==> src/rtl/uart_tx_fifo_if.sv <==
// Handshake bundle between the byte producers, the TX FIFO and the UART transmitter.
// The FIFO takes the slave modport; the producer/transmitter side takes master.
interface uart_tx_fifo_if #(
  parameter int DEPTH = 16,
  parameter int AW    = $clog2(DEPTH)
);
  logic          wr_valid;
  logic [7:0]    wr_data;
  logic          wr_ready;
  logic [7:0]    tx_data;
  logic          tx_valid;
  logic          tx_ready;
  logic [AW:0]   count;
  logic          empty;
  logic          overflow;

  modport slave (
    input  wr_valid, wr_data, tx_ready,
    output wr_ready, tx_data, tx_valid, count, empty, overflow
  );

  modport master (
    output wr_valid, wr_data, tx_ready,
    input  wr_ready, tx_data, tx_valid, count, empty, overflow
  );
endinterface

==> src/rtl/uart_tx_fifo.sv <==
// Byte FIFO with a drain sequencer that replays bytes to a raise-valid / wait-ready-drop UART.
// Optional UART_TX_FIFO_CRLF_EN expands each LF into CR then LF on the wire.
module uart_tx_fifo #(
  parameter int DEPTH = 16,
  parameter int AW    = $clog2(DEPTH)
) (
  input  logic          clk,
  input  logic          reset,
  uart_tx_fifo_if.slave bus
);

  typedef enum logic [1:0] {
    ST_IDLE = 2'd0,
    ST_SEND = 2'd1,
    ST_WAIT = 2'd2
  } state_t;

  localparam logic [AW:0] DEPTH_CNT = (AW + 1)'(DEPTH);

  logic [7:0]    mem [DEPTH];
  logic [AW-1:0] wr_ptr_reg, rd_ptr_reg;
  logic [AW:0]   count_reg, count_next;
  state_t        state_reg, state_next;
  logic [7:0]    tx_data_reg, tx_data_next;
  logic          tx_valid_reg, tx_valid_next;
  logic          overflow_reg;
  logic          full, empty, push, pop;
  logic [7:0]    head;
`ifdef UART_TX_FIFO_CRLF_EN
  logic          cr_sent_reg, cr_sent_next;
  logic          cr_turn;
`endif

  assign full  = (count_reg == DEPTH_CNT);
  assign empty = (count_reg == '0);
  // No pass-through: a full FIFO refuses writes even on a pop cycle.
  assign push  = bus.wr_valid && !full;
  assign head  = mem[rd_ptr_reg];

`ifdef UART_TX_FIFO_CRLF_EN
  // Head stays fixed until the pop, so the CR phase can be re-derived in ST_SEND.
  assign cr_turn = (head == 8'h0A) && !cr_sent_reg;
`endif

  always_comb begin
    state_next    = state_reg;
    tx_valid_next = tx_valid_reg;
    tx_data_next  = tx_data_reg;
    pop           = 1'b0;
`ifdef UART_TX_FIFO_CRLF_EN
    cr_sent_next  = cr_sent_reg;
`endif
    case (state_reg)
      ST_IDLE: begin
        if (!empty && bus.tx_ready) begin
          tx_valid_next = 1'b1;
`ifdef UART_TX_FIFO_CRLF_EN
          tx_data_next  = cr_turn ? 8'h0D : head;
`else
          tx_data_next  = head;
`endif
          state_next    = ST_SEND;
        end
      end
      ST_SEND: begin
        if (!bus.tx_ready) begin
          tx_valid_next = 1'b0;
          state_next    = ST_WAIT;
`ifdef UART_TX_FIFO_CRLF_EN
          if (cr_turn) begin
            cr_sent_next = 1'b1;
          end else begin
            pop          = 1'b1;
            cr_sent_next = 1'b0;
          end
`else
          pop = 1'b1;
`endif
        end
      end
      ST_WAIT: state_next = ST_IDLE;
      default: state_next = ST_IDLE;
    endcase
  end

  always_comb begin
    count_next = count_reg;
    case ({push, pop})
      2'b10:   count_next = count_reg + (AW + 1)'(1);
      2'b01:   count_next = count_reg - (AW + 1)'(1);
      default: count_next = count_reg;
    endcase
  end

  always_ff @(posedge clk) begin
    if (push) begin
      mem[wr_ptr_reg] <= bus.wr_data;
    end
  end

  always_ff @(posedge clk) begin
    if (reset) begin
      state_reg    <= ST_IDLE;
      tx_valid_reg <= 1'b0;
      tx_data_reg  <= 8'h00;
      wr_ptr_reg   <= '0;
      rd_ptr_reg   <= '0;
      count_reg    <= '0;
      overflow_reg <= 1'b0;
`ifdef UART_TX_FIFO_CRLF_EN
      cr_sent_reg  <= 1'b0;
`endif
    end else begin
      state_reg    <= state_next;
      tx_valid_reg <= tx_valid_next;
      tx_data_reg  <= tx_data_next;
      count_reg    <= count_next;
      if (push) begin
        wr_ptr_reg <= wr_ptr_reg + AW'(1);
      end
      if (pop) begin
        rd_ptr_reg <= rd_ptr_reg + AW'(1);
      end
      if (bus.wr_valid && full) begin
        overflow_reg <= 1'b1;
      end
`ifdef UART_TX_FIFO_CRLF_EN
      cr_sent_reg  <= cr_sent_next;
`endif
    end
  end

  assign bus.wr_ready = !full;
  assign bus.tx_data  = tx_data_reg;
  assign bus.tx_valid = tx_valid_reg;
  assign bus.count    = count_reg;
  assign bus.empty    = empty;
  assign bus.overflow = overflow_reg;

endmodule

==> src/flat_wrapper.sv <==
// flat-port wrapper written by rule: the top's interface ports become plain ports
module uart_tx_fifo_flat 
#(
  parameter int DEPTH = 16,
  parameter int AW    = $clog2(DEPTH)
)
  (clk, reset, bus_wr_valid, bus_wr_data, bus_tx_ready, bus_wr_ready, bus_tx_data, bus_tx_valid, bus_count, bus_empty, bus_overflow);
  uart_tx_fifo_if #(.DEPTH(DEPTH), .AW(AW)) bus_i ();
  input  logic clk;
  input  logic reset;
  input wire logic [$bits(bus_i.wr_valid)-1:0] bus_wr_valid;
  input wire logic [$bits(bus_i.wr_data)-1:0] bus_wr_data;
  input wire logic [$bits(bus_i.tx_ready)-1:0] bus_tx_ready;
  output wire logic [$bits(bus_i.wr_ready)-1:0] bus_wr_ready;
  output wire logic [$bits(bus_i.tx_data)-1:0] bus_tx_data;
  output wire logic [$bits(bus_i.tx_valid)-1:0] bus_tx_valid;
  output wire logic [$bits(bus_i.count)-1:0] bus_count;
  output wire logic [$bits(bus_i.empty)-1:0] bus_empty;
  output wire logic [$bits(bus_i.overflow)-1:0] bus_overflow;
  assign bus_i.wr_valid = bus_wr_valid;
  assign bus_i.wr_data = bus_wr_data;
  assign bus_i.tx_ready = bus_tx_ready;
  assign bus_wr_ready = bus_i.wr_ready;
  assign bus_tx_data = bus_i.tx_data;
  assign bus_tx_valid = bus_i.tx_valid;
  assign bus_count = bus_i.count;
  assign bus_empty = bus_i.empty;
  assign bus_overflow = bus_i.overflow;
  uart_tx_fifo #(.DEPTH(DEPTH), .AW(AW)) u_core (.clk(clk), .reset(reset), .bus(bus_i));
endmodule
==> config.mk <==
export PLATFORM = sky130hd
export DESIGN_NAME = uart_tx_fifo_flat
export DESIGN_NICKNAME = d
export VERILOG_FILES = /design/src/rtl/uart_tx_fifo_if.sv /design/src/rtl/uart_tx_fifo.sv /design/src/flat_wrapper.sv
export SDC_FILE = /design/constraint.sdc
export NUM_CORES = 1
export LEC_CHECK = 0
export ABC_CLOCK_PERIOD_IN_PS = 3300
export CAP_MARGIN = 40
export CORE_MARGIN = 3
export CORE_UTILIZATION = 45
export CTS_BUF_LIST = sky130_fd_sc_hd__clkbuf_16
export CTS_CLUSTER_SIZE = 25
export DETAILED_ROUTE_END_ITERATION = 8
export GPL_TIMING_DRIVEN = 0
export PLACE_DENSITY_LB_ADDON = 0.2
export SLEW_MARGIN = 30
export SYNTH_ARGS = -nofsm -noshare
export SYNTH_HDL_FRONTEND = slang
export SYNTH_SLANG_ARGS = --single-unit
export TNS_END_PERCENT = 30
==> constraint.sdc <==
create_clock -name clk -period 3.3 [get_ports clk]
set_input_delay 0.66 -clock clk [delete_from_list [all_inputs] [get_ports clk]]
set_output_delay 0.66 -clock clk [all_outputs]
set_load 0.02 [all_outputs]
Yosys cells after proc, flatten, opt, wreduce, memory -nomap -nowiden
Memories as Yosys holds them, arrays and structs flattened. A register that Yosys moved wholly into a read port is not among the register bits.
Index checks and enable logic that the tools add are counted.

word-level totals
  register bits = 17
  memory bits (writable) = 128
  input port bits = 12
  logic and storage cells = 40
  memories = 1

memory list
  memory      depth  width  read ports  clocked after Yosys merged registers in  wr ports  line                text
  u_core.mem  16     8      1           1                                        1         uart_tx_fifo.sv:20  logic [7:0] mem [DEPTH];

operators by class
  $add $sub $neg = 4
  equal/unequal tests = 6
  multiplexer cells = 11
  reductions and logical operators = 12

operators by type and width
  kind                 number
  $pmux 5 s2           1
  $add 4x1->4 const B  2
  $mux 1               6
  $add 5x1->5 const B  1
  $eq 5x5->1 const B   1
  $logic_not 5->1      1
  $sub 5x1->5 const B  1
  $eq 2x1->1 const B   2
  $mux 2               2
  $pmux 2 s2           1
  $reduce_and 2->1     2
  $reduce_bool 2->1    2
  $logic_and 1x1->1    3
  $reduce_and 3->1     1
  $eq 2x2->1 const B   1
  $logic_not 1->1      2
  $logic_not 2->1      1
  $ne 2x1->1 const B   1
  $ne 2x2->1 const B   1
  $pmux 1 s2           1

Logic depth before layout (Yosys ltp)
Gate-level depths: netlist of run 1.

  word-level depth = 5
  depth in mapped cells = 12

Worst setup path before layout of run 1
Ideal clock, no wire load.

  path kind = register to register
  start = register u_core.count_reg[1] (netlist: u_core.bus.count[1])
  end = register u_core.count_reg[4] (netlist: u_core.bus.count[4])
  library setup time = 0.121 ns
  arrival time = 2.709 ns
  required time = 3.179 ns
  slack = 0.470 ns
  stages on the path, launching flop included = 13
  path buffers = 2
  path through = dfxtp_1 > buf_2 > nor4_4 > a21boi_1 > inv_1 > ha_1 > clkbuf_1 > xor2_1 > ha_1 > a21o_1 > nand3_1 > a31oi_1 > mux2_2

on the way
  cells in the longest elaborated chain, start to end = 5

ends and longest elaborated chain
  what                                                    line                 text
  start: declaration                                      uart_tx_fifo.sv:22   logic [AW:0] count_reg, count_next;
  start signal: assignment                                uart_tx_fifo.sv:117  count_reg <= count_next;
  $eq 5x5->1                                              uart_tx_fifo.sv:34   assign full = (count_reg == DEPTH_CNT);
  $logic_not 1->1                                         uart_tx_fifo.sv:37   assign push = bus.wr_valid && !full;
  $logic_and 1x1->1                                       uart_tx_fifo.sv:37
  $eq 2x1->1 / $eq 2x2->1 (equally long branches)         uart_tx_fifo.sv:88   case ({push, pop})
  $pmux 5 s2 / $reduce_bool 2->1 (equally long branches)  --

Parallel ways exist; a longest one is shown, timed or not.
A chain may end at the register's enable or synchronous reset.

Worst setup path after layout of run 1
  start = input bus_tx_ready
  end = register u_core.count_reg[4] (netlist: u_core.bus.count[4])

on the way
  cells in the longest elaborated chain, start to end = 4

ends and longest elaborated chain
  what                                                    line                text
  start: declaration                                      flat_wrapper.sv:13  input wire logic [$bits(bus_i.tx_ready)-1:0] bus_tx_ready;
  $mux 1 (*)                                              uart_tx_fifo.sv:66  if (!bus.tx_ready) begin
  $mux 1 (*)                                              uart_tx_fifo.sv:53  case (state_reg)
  via u_core.pop                                          uart_tx_fifo.sv:27  logic full, empty, push, pop;
  $eq 2x1->1 / $eq 2x2->1 (equally long branches)         uart_tx_fifo.sv:88
  $pmux 5 s2 / $reduce_bool 2->1 (equally long branches)  --

Mark *: on every way through the listed nets, which the timed path passes. The rest lies on a longest branch.

==> results of run 1 <==
## power breakdown
group          total [uW]  switching [uW]  internal [uW]
registers            2180            33.0           2150
clock network        1840             742           1100
logic                 393             228            166
## layout make-up
class                   count  area share, %
repair buffers             30          4.035
flip-flops and latches    153          59.87
inverters                   8         0.4139
well taps                 176          3.035
clock inverters            15          1.897
plain buffers              22          1.466
clock buffers              17          5.863
multi-input cells         211          23.42
## worst max-delay path by stage
| stage | slack [ps] | to | from | depth (start not counted) |
|---|---|---|---|---|
| global route | 40 | u_core.bus.count[4] | bus_tx_ready | 11 |
| floorplan | 470 | u_core.bus.count[4] | u_core.bus.count[1] | 12 |
| detailed placement | -310 | u_core.bus.count[4] | bus_wr_valid | 11 |
| finish | 240 | u_core.bus.count[4] | bus_tx_ready | 11 |
| CTS | 140 | u_core.bus.count[4] | bus_wr_valid | 11 |
| global placement | -290 | u_core.bus.count[4] | bus_wr_valid | 11 |
## layer usage
| layer | share of wire, % | wire, um | track usage (%) | up-vias |
|---|---|---|---|---|
| li1 | - | - | - | 1611 |
| met1 | 45 | 5787 | 26.12 | 1703 |
| met2 | 46 | 5988 | 28.08 | 118 |
| met3 | 7.5 | 969 | 4.941 | 22 |
| met4 | 1.7 | 225 | 6.578 | 0 |
| met5 | 0 | 0 | 0 | - |
## worst max-delay path, delay by kind of cell
family / cells / cell delay, ps
buffers and inverters: 3 / 960
AND/OR/NAND/NOR: 2 / 440
adder cells (fa/ha/maj): 2 / 410
AO/OA/AOI/OAI: 2 / 350
multiplexers: 1 / 350
XOR/XNOR: 1 / 180
## cell usage in the layout (no fill, tap or decap), drive strengths merged, types with 8 or more instances in the layout
master	n
a311oi	8
clkdlybuf4s50	27
mux4	10
buf	15
nor2	37
inv	10
clkinv	8
dfxtp	25
ha	8
nand2	16
clkbuf	27
mux2i	47
nor3	11
edfxtp	128
o22ai	22
## metrics by stage
stage | area [um^2] | setup slack [ps] | hold WS (ps) | setup TNS (ps)
floorplan | 6156 | 470.4 | 487.5 | 0
global placement | 6646 | -291.9 | 447.2 | -1099
detailed placement | 6666 | -309.8 | 476.7 | -495.0
CTS | 7229 | 144.1 | 491.1 | 0
global route | 7256 | 35.99 | 513.9 | 0
finish | 7256 | 244.4 | 486.2 | 0
## what timing repair did
action / 4_1_cts / 5_1_grt
endpoints found under the hold margin: 0 / 0
resized for setup: 0 / 1
endpoints found under the setup margin: 0 / 1
## cell families (layout without fill, tap and decap cells)
kind of cell	count (synthesis)	after routing
AOI/OAI and AO/OA	48	48
xor gates and xnor gates	9	9
adders and majority gates	8	8
buffers and inverters	30	92
DFF	153	153
muxes	59	59
and+or+nand+nor	87	87
==> results.md, run 1 <==
- Initial detailed-routing violation count: 328
- Max clock buf depth: 2
- Critical path's slowest cell: sky130_fd_sc_hd__clkdlybuf4s50_1
- Most frequent cell after synthesis: sky130_fd_sc_hd__edfxtp_1
- Critical hold path startpoint: u_core.bus.tx_valid
- Combinational family with the most area after synthesis: multiplexers
- Largest register FFs: 128
- Total power: 4418 uW
- Floorplan die area: 15120 um^2
- Number of vias per cell: 5.465
- Series of cell instances along the critical path: clkdlybuf4s50_1 > or3_1 > inv_1 > ha_1 > clkbuf_1 > xor2_1 > ha_1 > a21o_1 > nand3_1 > a31oi_1 > mux2_2
- Via count: 3454
- Share of layout cells above drive strength 1: 14.69%
- DP HPWL: 8865 um
- Post-synthesis mux area share: 11.67%
- Post-synthesis instance total: 394
- Max-cap violations: 0
- Final setup viols: 0
- Fraction of the core area covered by cells at the end of the flow: 54.57%
- Number of buffers inserted by port buffering: 27
- Kind of path behind the tightest hold check: flop to flop
- Post-synth top flop: sky130_fd_sc_hd__edfxtp_1
- Count of standard-cell rows: 42
- Clock transition time at the flip-flop clock pins of the worst setup and hold paths: 60 ps
- Global placement routability congestion: 0.7877
- Remaining number of nets flagged by the antenna check after routing: 0
- Fin cells: 632
- Starting utilization of the core area: 46.30%
- Reg2Reg Setup Slack: 320 ps
- Pin count of the biggest net entering global routing: 17
- Net count after synthesis: 414
- Setup clock skew after layout: 9.294 ps
- Signed area change from the synthesized netlist to the final layout: 17.87%
- Wire per inst: 20.52 um
- Most used cell along the critical path: sky130_fd_sc_hd__ha_1
- Multi-input logic area: 1699 um^2
- Area taken by flip-flops and latches: 4344 um^2
- Setup repair after global routing missed its margin: false
- Static Leakage: 0.002344 uW
- Synthesized-area fraction occupied by and/or/nand/nor cells: 6.829%
- Antenna violations before repair: 0
- Post-route minimum period: 3056 ps
- Required time of the critical path: 3600 ps
- Area share of xor/xnor cells in the synthesized design: 1.280%
- Number of H-tree levels: 4
- Sequential-to-total area share from yosys stat: 70.57%
- Achievable Freq: 327.3 MHz
- Start-to-end type of the worst setup path: primary input to flop
- Total global routing track utilization: 18.57%
- Seq cells post-synth: 153
- CTS Buf Count: 17
- Peak supply drop: 0.0003058 V
- Number of enable flip-flop cells after synthesis: 128
- Largest fanout on the critical path: 9
- Reg2Reg Launch Point: u_core.bus.count[1]
- Core area: 13300 um^2
- Count of warnings emitted by yosys: 0
- Global route total overflow: 0
- Reg2Reg Depth: 12
- Total iterations of the first detailed-routing run: 5
- PD cells: 608.9 nW/um^2
- Dpl cells: 597
- Nets: 463
- Global-route wire length before repair: 19910 um
- Number of sinks on the clock net: 153
- Die Ht: 123.0 um
- Clock latency on the worst-skew pair: 420 ps
- Num ports: 29
- Cts-stage hold buffer count: 0
- Via count of the first global-routing pass: 3439
- Nature of the critical path endpoint: flop
- End of the worst hold path: u_core.bus.tx_valid
- Number of diodes added for antenna fixing: 0
- Post-detailed-route DRC marker count: 0
- Count of cells along the worst hold path: 2
- Fraction of synthesized cell area taken by the top area cell type: 62.44%
- Final Cycle Share: 92.59%
- Horizontal die dimension: 123.0 um
- Endpoint of the most critical register-to-register path: u_core.bus.count[4]
- Fillers: 1068
- Share of synthesized cell area in full adder, half adder and majority cells: 1.626%
- Category of the worst setup path launch point: primary input
- Fin. max-slew vios: 0
- Leading post-synthesis cells by instance count: 128 x sky130_fd_sc_hd__edfxtp_1, 47 x sky130_fd_sc_hd__mux2i_1, 37 x sky130_fd_sc_hd__nor2_1, 25 x sky130_fd_sc_hd__dfxtp_1, 22 x sky130_fd_sc_hd__o22ai_1
- Post-Synthesis Cell Area: 6156 um^2
- Slew @ Worst Pin: 804.0 ps
- Critical path arrival: 3360 ps
- Status: finished, final reports clean
- Cell taking the most area after synthesis: sky130_fd_sc_hd__edfxtp_1
- Number of buffers added for setup after CTS: 0
- Wirelength, routed: 12970 um
- Average instance area after synthesis: 15.62 um^2
- Remaining max-slew budget at the tightest pin: 46.20%
- CTS tree: built
- CTS root buffer: sky130_fd_sc_hd__clkbuf_16
- Max incr delay on CP: 420 ps
- Number of different library cells in the post-synthesis netlist: 44
- Hold Violations, Final: 0
- Complex-gate fraction of the synthesized area: 5.813%
- Top cells by area, synth: sky130_fd_sc_hd__edfxtp_1 62%, sky130_fd_sc_hd__dfxtp_1 8.1%, sky130_fd_sc_hd__mux2i_1 7.6%
- Asr flop ratio synth: 0%
Power figures use the tool's default switching activity.
==> run 2, diff against run 1 <==
HOLD_SLACK_MARGIN = 0.06   (was not set)
==> results of run 2 <==
The final DEF is identical to that of run 1; final timing and power are the same.
